--- src/rtl/mem_if_pkg.sv ---
// Shared encodings for the memory initiator: FSM states, response status codes, word geometry.
// No logic; constants and a single alignment helper.
// Imported by mem_initiator.
package mem_if_pkg;

    localparam logic [1:0] ST_IDLE   = 2'd0;
    localparam logic [1:0] ST_ACCESS = 2'd1;
    localparam logic [1:0] ST_RESP   = 2'd2;

    localparam logic [1:0] STATUS_OK         = 2'b00;
    localparam logic [1:0] STATUS_MISALIGNED = 2'b01;
    localparam logic [1:0] STATUS_TIMEOUT    = 2'b10;

    localparam int WORD_BYTES = 8;
    localparam int WORD_LSBS  = $clog2(WORD_BYTES);

    function automatic logic is_misaligned(input logic [WORD_LSBS-1:0] lsbs);
        return lsbs != '0;
    endfunction

endpackage

--- src/rtl/mem_req_fifo.sv ---
// Synchronous request FIFO with a combinational head (fall-through read).
// Latency: a push is visible at head the cycle after the push edge.
// Backpressure: push is ignored when full, pop is ignored when empty.
module mem_req_fifo #(
    parameter int WIDTH = 81,
    parameter int DEPTH = 4
) (
    input  logic             clk,
    input  logic             reset,
    input  logic             push,
    input  logic [WIDTH-1:0] push_dat,
    input  logic             pop,
    output logic             full,
    output logic             empty,
    output logic [WIDTH-1:0] head
);

    localparam int PTR_W = $clog2(DEPTH);

    logic [WIDTH-1:0] store [DEPTH];
    logic [PTR_W:0]   wr_ptr;
    logic [PTR_W:0]   rd_ptr;
    logic             do_push;
    logic             do_pop;

    assign do_push = push && !full;
    assign do_pop  = pop && !empty;

    // Extra pointer MSB distinguishes full from empty when the indices match.
    assign empty = (wr_ptr == rd_ptr);
    assign full  = (wr_ptr[PTR_W] != rd_ptr[PTR_W]) &&
                   (wr_ptr[PTR_W-1:0] == rd_ptr[PTR_W-1:0]);
    assign head  = store[rd_ptr[PTR_W-1:0]];

    always_ff @(posedge clk or negedge reset) begin
        if (!reset) begin
            wr_ptr <= '0;
            rd_ptr <= '0;
        end else begin
            if (do_push) wr_ptr <= wr_ptr + (PTR_W+1)'(1);
            if (do_pop)  rd_ptr <= rd_ptr + (PTR_W+1)'(1);
        end
    end

    always_ff @(posedge clk) begin
        if (do_push) store[wr_ptr[PTR_W-1:0]] <= push_dat;
    end

endmodule

--- src/rtl/mem_initiator.sv ---
// Memory initiator: queues load/store requests and runs them one at a time on the Memory handshake.
// Latency: request edge N -> popped at N+1 -> enable high after N+2; response the cycle after mem_ready.
// Backpressure: req_ready drops when the FIFO is full; a held response blocks any further memory access.
module mem_initiator
    import mem_if_pkg::*;
#(
    parameter int ADDR_WIDTH     = 16,
    parameter int DATA_WIDTH     = 64,
    parameter int FIFO_DEPTH     = 4,
    parameter int TIMEOUT_CYCLES = 256
) (
    input  logic                  clk,
    input  logic                  reset,
    input  logic                  req_valid,
    output logic                  req_ready,
    input  logic                  req_write,
    input  logic [ADDR_WIDTH-1:0] req_addr,
    input  logic [DATA_WIDTH-1:0] req_wdata,
    output logic                  rsp_valid,
    input  logic                  rsp_ready,
    output logic                  rsp_write,
    output logic [DATA_WIDTH-1:0] rsp_rdata,
    output logic [1:0]            rsp_status,
    output logic                  mem_read_enable,
    output logic                  mem_write_enable,
    output logic [ADDR_WIDTH-1:0] mem_address,
    output logic [DATA_WIDTH-1:0] mem_write_data,
    input  logic [DATA_WIDTH-1:0] mem_read_data,
    input  logic                  mem_ready
);

    localparam int TMO_W = (TIMEOUT_CYCLES > 1) ? $clog2(TIMEOUT_CYCLES) : 1;

    typedef struct packed {
        logic                  write;
        logic [ADDR_WIDTH-1:0] addr;
        logic [DATA_WIDTH-1:0] wdata;
    } req_t;

    req_t             push_req;
    req_t             head_req;
    logic             fifo_full;
    logic             fifo_empty;
    logic             fifo_push;
    logic             fifo_pop;
    logic [1:0]       state;
    logic             rdy_en;
    logic             mem_en;
    logic [TMO_W-1:0] tmo_cnt;

    // rdy_en keeps req_ready low through reset and until the first edge after release.
    assign req_ready = rdy_en && !fifo_full;
    assign fifo_push = req_valid && req_ready;
    assign fifo_pop  = (state == ST_IDLE) && !fifo_empty;
    assign mem_en    = mem_read_enable || mem_write_enable;
    assign push_req  = '{write: req_write, addr: req_addr, wdata: req_wdata};

    mem_req_fifo #(
        .WIDTH ($bits(req_t)),
        .DEPTH (FIFO_DEPTH)
    ) u_fifo (
        .clk      (clk),
        .reset    (reset),
        .push     (fifo_push),
        .push_dat (push_req),
        .pop      (fifo_pop),
        .full     (fifo_full),
        .empty    (fifo_empty),
        .head     (head_req)
    );

    always_ff @(posedge clk or negedge reset) begin
        if (!reset) begin
            state            <= ST_IDLE;
            rdy_en           <= 1'b0;
            tmo_cnt          <= '0;
            rsp_valid        <= 1'b0;
            rsp_write        <= 1'b0;
            rsp_rdata        <= '0;
            rsp_status       <= STATUS_OK;
            mem_read_enable  <= 1'b0;
            mem_write_enable <= 1'b0;
            mem_address      <= '0;
            mem_write_data   <= '0;
        end else begin
            rdy_en <= 1'b1;
            case (state)
                ST_IDLE: begin
                    if (!fifo_empty) begin
                        rsp_write <= head_req.write;
                        if (is_misaligned(head_req.addr[WORD_LSBS-1:0])) begin
                            rsp_status <= STATUS_MISALIGNED;
                            rsp_rdata  <= '0;
                            rsp_valid  <= 1'b1;
                            state      <= ST_RESP;
                        end else begin
                            mem_address    <= head_req.addr;
                            mem_write_data <= head_req.wdata;
                            tmo_cnt        <= '0;
                            state          <= ST_ACCESS;
                        end
                    end
                end
                ST_ACCESS: begin
                    // First ACCESS cycle only raises the enable; address/data were set up a cycle earlier.
                    if (!mem_en) begin
                        mem_write_enable <= rsp_write;
                        mem_read_enable  <= !rsp_write;
                    end else if (mem_ready) begin
                        mem_read_enable  <= 1'b0;
                        mem_write_enable <= 1'b0;
                        rsp_rdata        <= rsp_write ? '0 : mem_read_data;
                        rsp_status       <= STATUS_OK;
                        rsp_valid        <= 1'b1;
                        state            <= ST_RESP;
                    end else if (tmo_cnt == TMO_W'(TIMEOUT_CYCLES - 1)) begin
                        mem_read_enable  <= 1'b0;
                        mem_write_enable <= 1'b0;
                        rsp_rdata        <= '0;
                        rsp_status       <= STATUS_TIMEOUT;
                        rsp_valid        <= 1'b1;
                        state            <= ST_RESP;
                    end else begin
                        tmo_cnt <= tmo_cnt + TMO_W'(1);
                    end
                end
                ST_RESP: begin
                    if (rsp_ready) begin
                        rsp_valid <= 1'b0;
                        state     <= ST_IDLE;
                    end
                end
                default: state <= ST_IDLE;
            endcase
        end
    end

endmodule
--- config.mk ---
export PLATFORM = sky130hd
export DESIGN_NAME = mem_initiator
export DESIGN_NICKNAME = d
export VERILOG_FILES = /design/src/rtl/mem_if_pkg.sv /design/src/rtl/mem_req_fifo.sv /design/src/rtl/mem_initiator.sv
export SDC_FILE = /design/constraint.sdc
export NUM_CORES = 1
export LEC_CHECK = 0
export CELL_PAD_IN_SITES_DETAIL_PLACEMENT = 1
export CELL_PAD_IN_SITES_GLOBAL_PLACEMENT = 1
export CORE_MARGIN = 3
export CORE_UTILIZATION = 49
export DETAILED_ROUTE_END_ITERATION = 7
export PLACE_DENSITY = 0.86
export SLEW_MARGIN = 5
export SYNTH_ARGS = -nofsm -noshare
export SYNTH_HDL_FRONTEND = slang
export SYNTH_HIERARCHICAL = 1
export SYNTH_SLANG_ARGS = --single-unit
--- constraint.sdc ---
create_clock -name clk -period 8.35 [get_ports clk]
set_input_delay 1.2525 -clock clk [delete_from_list [all_inputs] [get_ports clk]]
set_output_delay 1.2525 -clock clk [all_outputs]
set_load 0.02 [all_outputs]
==> flow_metrics.env <==
export IMPL_vias_per_cell=5.41
export IMPL_cts_sinks=491
export IMPL_clk_pin_slew_ps=60
export IMPL_rsz0062_at_grt="false"
export IMPL_totalWireLength_um=46400
export IMPL_syn_to_final_growth_pct=26.8
export IMPL_swShare_pct=31.2
export IMPL_intPower_uw=5530
export IMPL_root_buffer="clkbuf_16"
export IMPL_dieWidth_um=202
export IMPL_drt_iter0_markers=588
export IMPL_cp_required_ps=7100
export IMPL_yosysUniqueCellTypes=48
export IMPL_grt_antenna_before_repair=4
export IMPL_yosysWarnings=6
export IMPL_syn_num_nets=1157
export IMPL_hold_path_class="flop to flop"
export IMPL_cts_buffer_depth=3
export IMPL_p_clk_share_pct=26.6
export IMPL_grt_max_degree=67
export IMPL_die_area_um2=40800
export IMPL_async_flop_share_pct=34.0
export IMPL_numCtsBuffers=50
export IMPL_synth_avg_cell_area_um2=18.8
export IMPL_ys_seq_area_share_pct=73.9
export IMPL_cp_cell_sequence="xnor2_1 -> nand3_1 -> inv_1 -> nor2b_1 -> clkdlybuf4s50_1"
export IMPL_cts_resized=0
export IMPL_wire_per_inst_um=24.7
export IMPL_hold_buffers=0
export IMPL_status="completed"
export IMPL_start_util_pct=49.9
export IMPL_cp_slowest_cell="dfrtp_4"
export IMPL_p_comb_share_pct=31.5
export IMPL_relSlewSlack_pct=24.5
export IMPL_gp_congestion=0.791
export IMPL_dr_pass1_iters=5
export IMPL_tightestPinTransition_ps=1130
export IMPL_skew_ps=19.9
export IMPL_drive_above_1_share_pct=18.9
export IMPL_arrival_ps=2890
export IMPL_crit_fanout=48
export IMPL_core_area_um2=37800
export IMPL_critPathKind="flop to output port"
export IMPL_max_cap_violations=0
export IMPL_gr_total_overflow=0
export IMPL_ant_nets=0
export IMPL_port_buffers=300
export IMPL_grt_usage_pct=23.0
export IMPL_setup_viol=0
export IMPL_cts_htree_levels=2
export IMPL_vias=10200
export IMPL_max_freq_mhz=242
export IMPL_power_frac_seq_pct=41.9
export IMPL_tns_ps=0
export IMPL_synth_edff_count=324
export IMPL_fin_crit_ps=4140
export IMPL_cp_start_kind="flop"
export IMPL_period_share_pct=49.6
export IMPL_dp_hpwl_um=28700
export IMPL_cp_end_kind="output port"
export IMPL_cts_setup_buffers=0
export IMPL_hold_viol=0
export IMPL_final_util_pct=63.2
export IMPL_fp_dieH_um=202
export IMPL_cellLeakagePower_uw=0.00856
export IMPL_cts_tree="built"
export IMPL_ys_seq_elements=491
export IMPL_route_detailed_drc=0
export IMPL_grt_pass1_vias=11500
export IMPL_core_rowCount=71
export IMPL_fin_nets=1479
export IMPL_ys_flop_type="edfxtp_1"
export IMPL_powerDensity_nw_per_um2=337
export IMPL_cpPeakStageDelay_ps=910
export IMPL_power_switching_uw=2510
export IMPL_syn_inst=1001
export IMPL_peakVddDrop_uv=249
export IMPL_drv_slew=0
export IMPL_grt_pass1_wl_um=71800
export IMPL_syn_area_um2=18800
export IMPL_ios=301
export IMPL_worstSkewPairLatency_ps=590
[per-layer routing]
layer	share of wire [%]	GRT usage, %	vias to the layer above
met5	0.11	0	-
met1	40	29.8	5318
li1	-	-	4417
met4	1.8	4.93	6
met3	7.5	7.09	62
met2	50	39.0	358
[synth_stat cells, drive strengths merged (2+ instances only)]
library cell  instances  area share, %
dfrtp               167             22
nand2                74            1.5
nand4                 2          0.066
xnor2                 4           0.23
mux2                 80            4.8
ha                    6           0.40
mux2i                64            3.4
o311ai                4           0.19
and2                  8           0.27
nor3                  3           0.11
inv                  71            1.4
xor2                  4           0.23
nor2                  8           0.16
a22oi                 2          0.080
o31ai                 3           0.19
buf                  39            1.5
nor2b                 3           0.10
a21oi                 6           0.16
mux4                 81            9.7
a211oi                2          0.080
nand3                 6           0.16
or3                   2          0.066
o211ai                2          0.080
a31oi                 4           0.20
and3                  2          0.066
nor3b                 2          0.080
clkbuf                3          0.060
edfxtp              324             52
nand2b                3           0.10
o21ai                10           0.27
a21o                  3           0.12
[logic make-up (layout without fill, tap and decap cells)]
| kind of cell | after synthesis | count (layout) | synth area share [%] |
|---|---|---|---|
| compound gates | 42 | 42 | 1.64 |
| buf+inv | 113 | 476 | 3.00 |
| mux | 225 | 225 | 17.9 |
| fa+ha+maj | 6 | 6 | 0.399 |
| flops | 491 | 491 | 73.9 |
| xor+xnor | 8 | 8 | 0.452 |
| simple gates | 115 | 115 | 2.73 |
| other cells | 1 | 3 | 0.0199 |
[cell type report]
type	count	area, um2
fill	3242	13900
timing repair buffer	312	3090
antenna	2	5.00
tap	511	639
multi-input combinational	397	4380
clock inverter	22	199
clock buffer	71	1370
inverter	71	267
sequential	491	13900
[power groups by stage]
| stage | registers (uW) | logic [uW] | clock network (uW) |
|---|---|---|---|
| floorplan | 3560 | 1450 | 0 |
| global placement | 3370 | 2470 | 0 |
| detailed placement | 3410 | 2550 | 0 |
| CTS | 3380 | 2580 | 2200 |
| global route | 3420 | 2710 | 2300 |
| finish | 3370 | 2530 | 2140 |
[worst max-delay path, delay by kind of cell, from the launching register on]
family,cells,cell delay (ps)
flip-flops,1,910
buffers and inverters,2,720
XOR/XNOR,1,370
AND/OR/NAND/NOR,2,310
[path summary, 6_finish.rpt]
kind                             startpoint                   to  slack (ps)  cells past startpoint
setup / recovery           u_fifo/rd_ptr[1]            req_ready        4210                      5
hold reg to reg              mem_address[0]       mem_address[0]         490                      1
setup reg to reg           u_fifo/rd_ptr[1]  u_fifo/store[3][56]        4240                      8
max in group asynchronous             reset        rsp_rdata[35]        5720                      3
hold / removal               mem_address[0]       mem_address[0]         490                      1
min in group asynchronous             reset        rsp_rdata[60]         650                      1
[state kept, by name (all words and copies together) (netlist names)]
name and cells:
rsp_write 1, u_fifo/wr_ptr 3, u_fifo/rd_ptr 3, mem_read_enable 1, rsp_status 2, rsp_rdata 64
state 2, mem_write_enable 1, tmo_cnt 8, rsp_valid 1, mem_address 16, rdy_en 1
u_fifo/store 324, mem_write_data 64
[cell usage in the layout, fill, tap and decap left out, drive strengths merged, types with 2 or more instances in the layout]
cell           count
diode              2
nand3              6
edfxtp           324
nor3               3
mux2i             64
buf               13
a21oi              6
nor2               8
o211ai             2
o31ai              3
clkdlybuf4s50    299
and2               8
inv               73
or3                2
a22oi              2
bufinv             2
nand4              2
nor2b              3
and3               2
a31oi              4
a21o               3
clkbuf            71
nand2             74
o311ai             4
mux2              80
mux4              81
clkinvlp           4
nor3b              2
dfrtp            167
clkinv            14
o21ai             10
nand2b             3
xnor2              4
xor2               4
a211oi             2
ha                 6
[per-stage QoR]
stage                     area (um2)  instances  hold WS [ps]  worst slack [ps]  power (uW)
after floorplan                18800       1001           493              3900        5010
after detailed placement       22300       1782           483              4140        5960
final                          23900       1877           491              4210        8050
after global placement         22300       1782           470              4180        5840
after CTS                      23900       1875           497              4120        8150
after global routing           23900       1876           521              3890        8430
No activity file was read; power rests on OpenSTA's default activity.
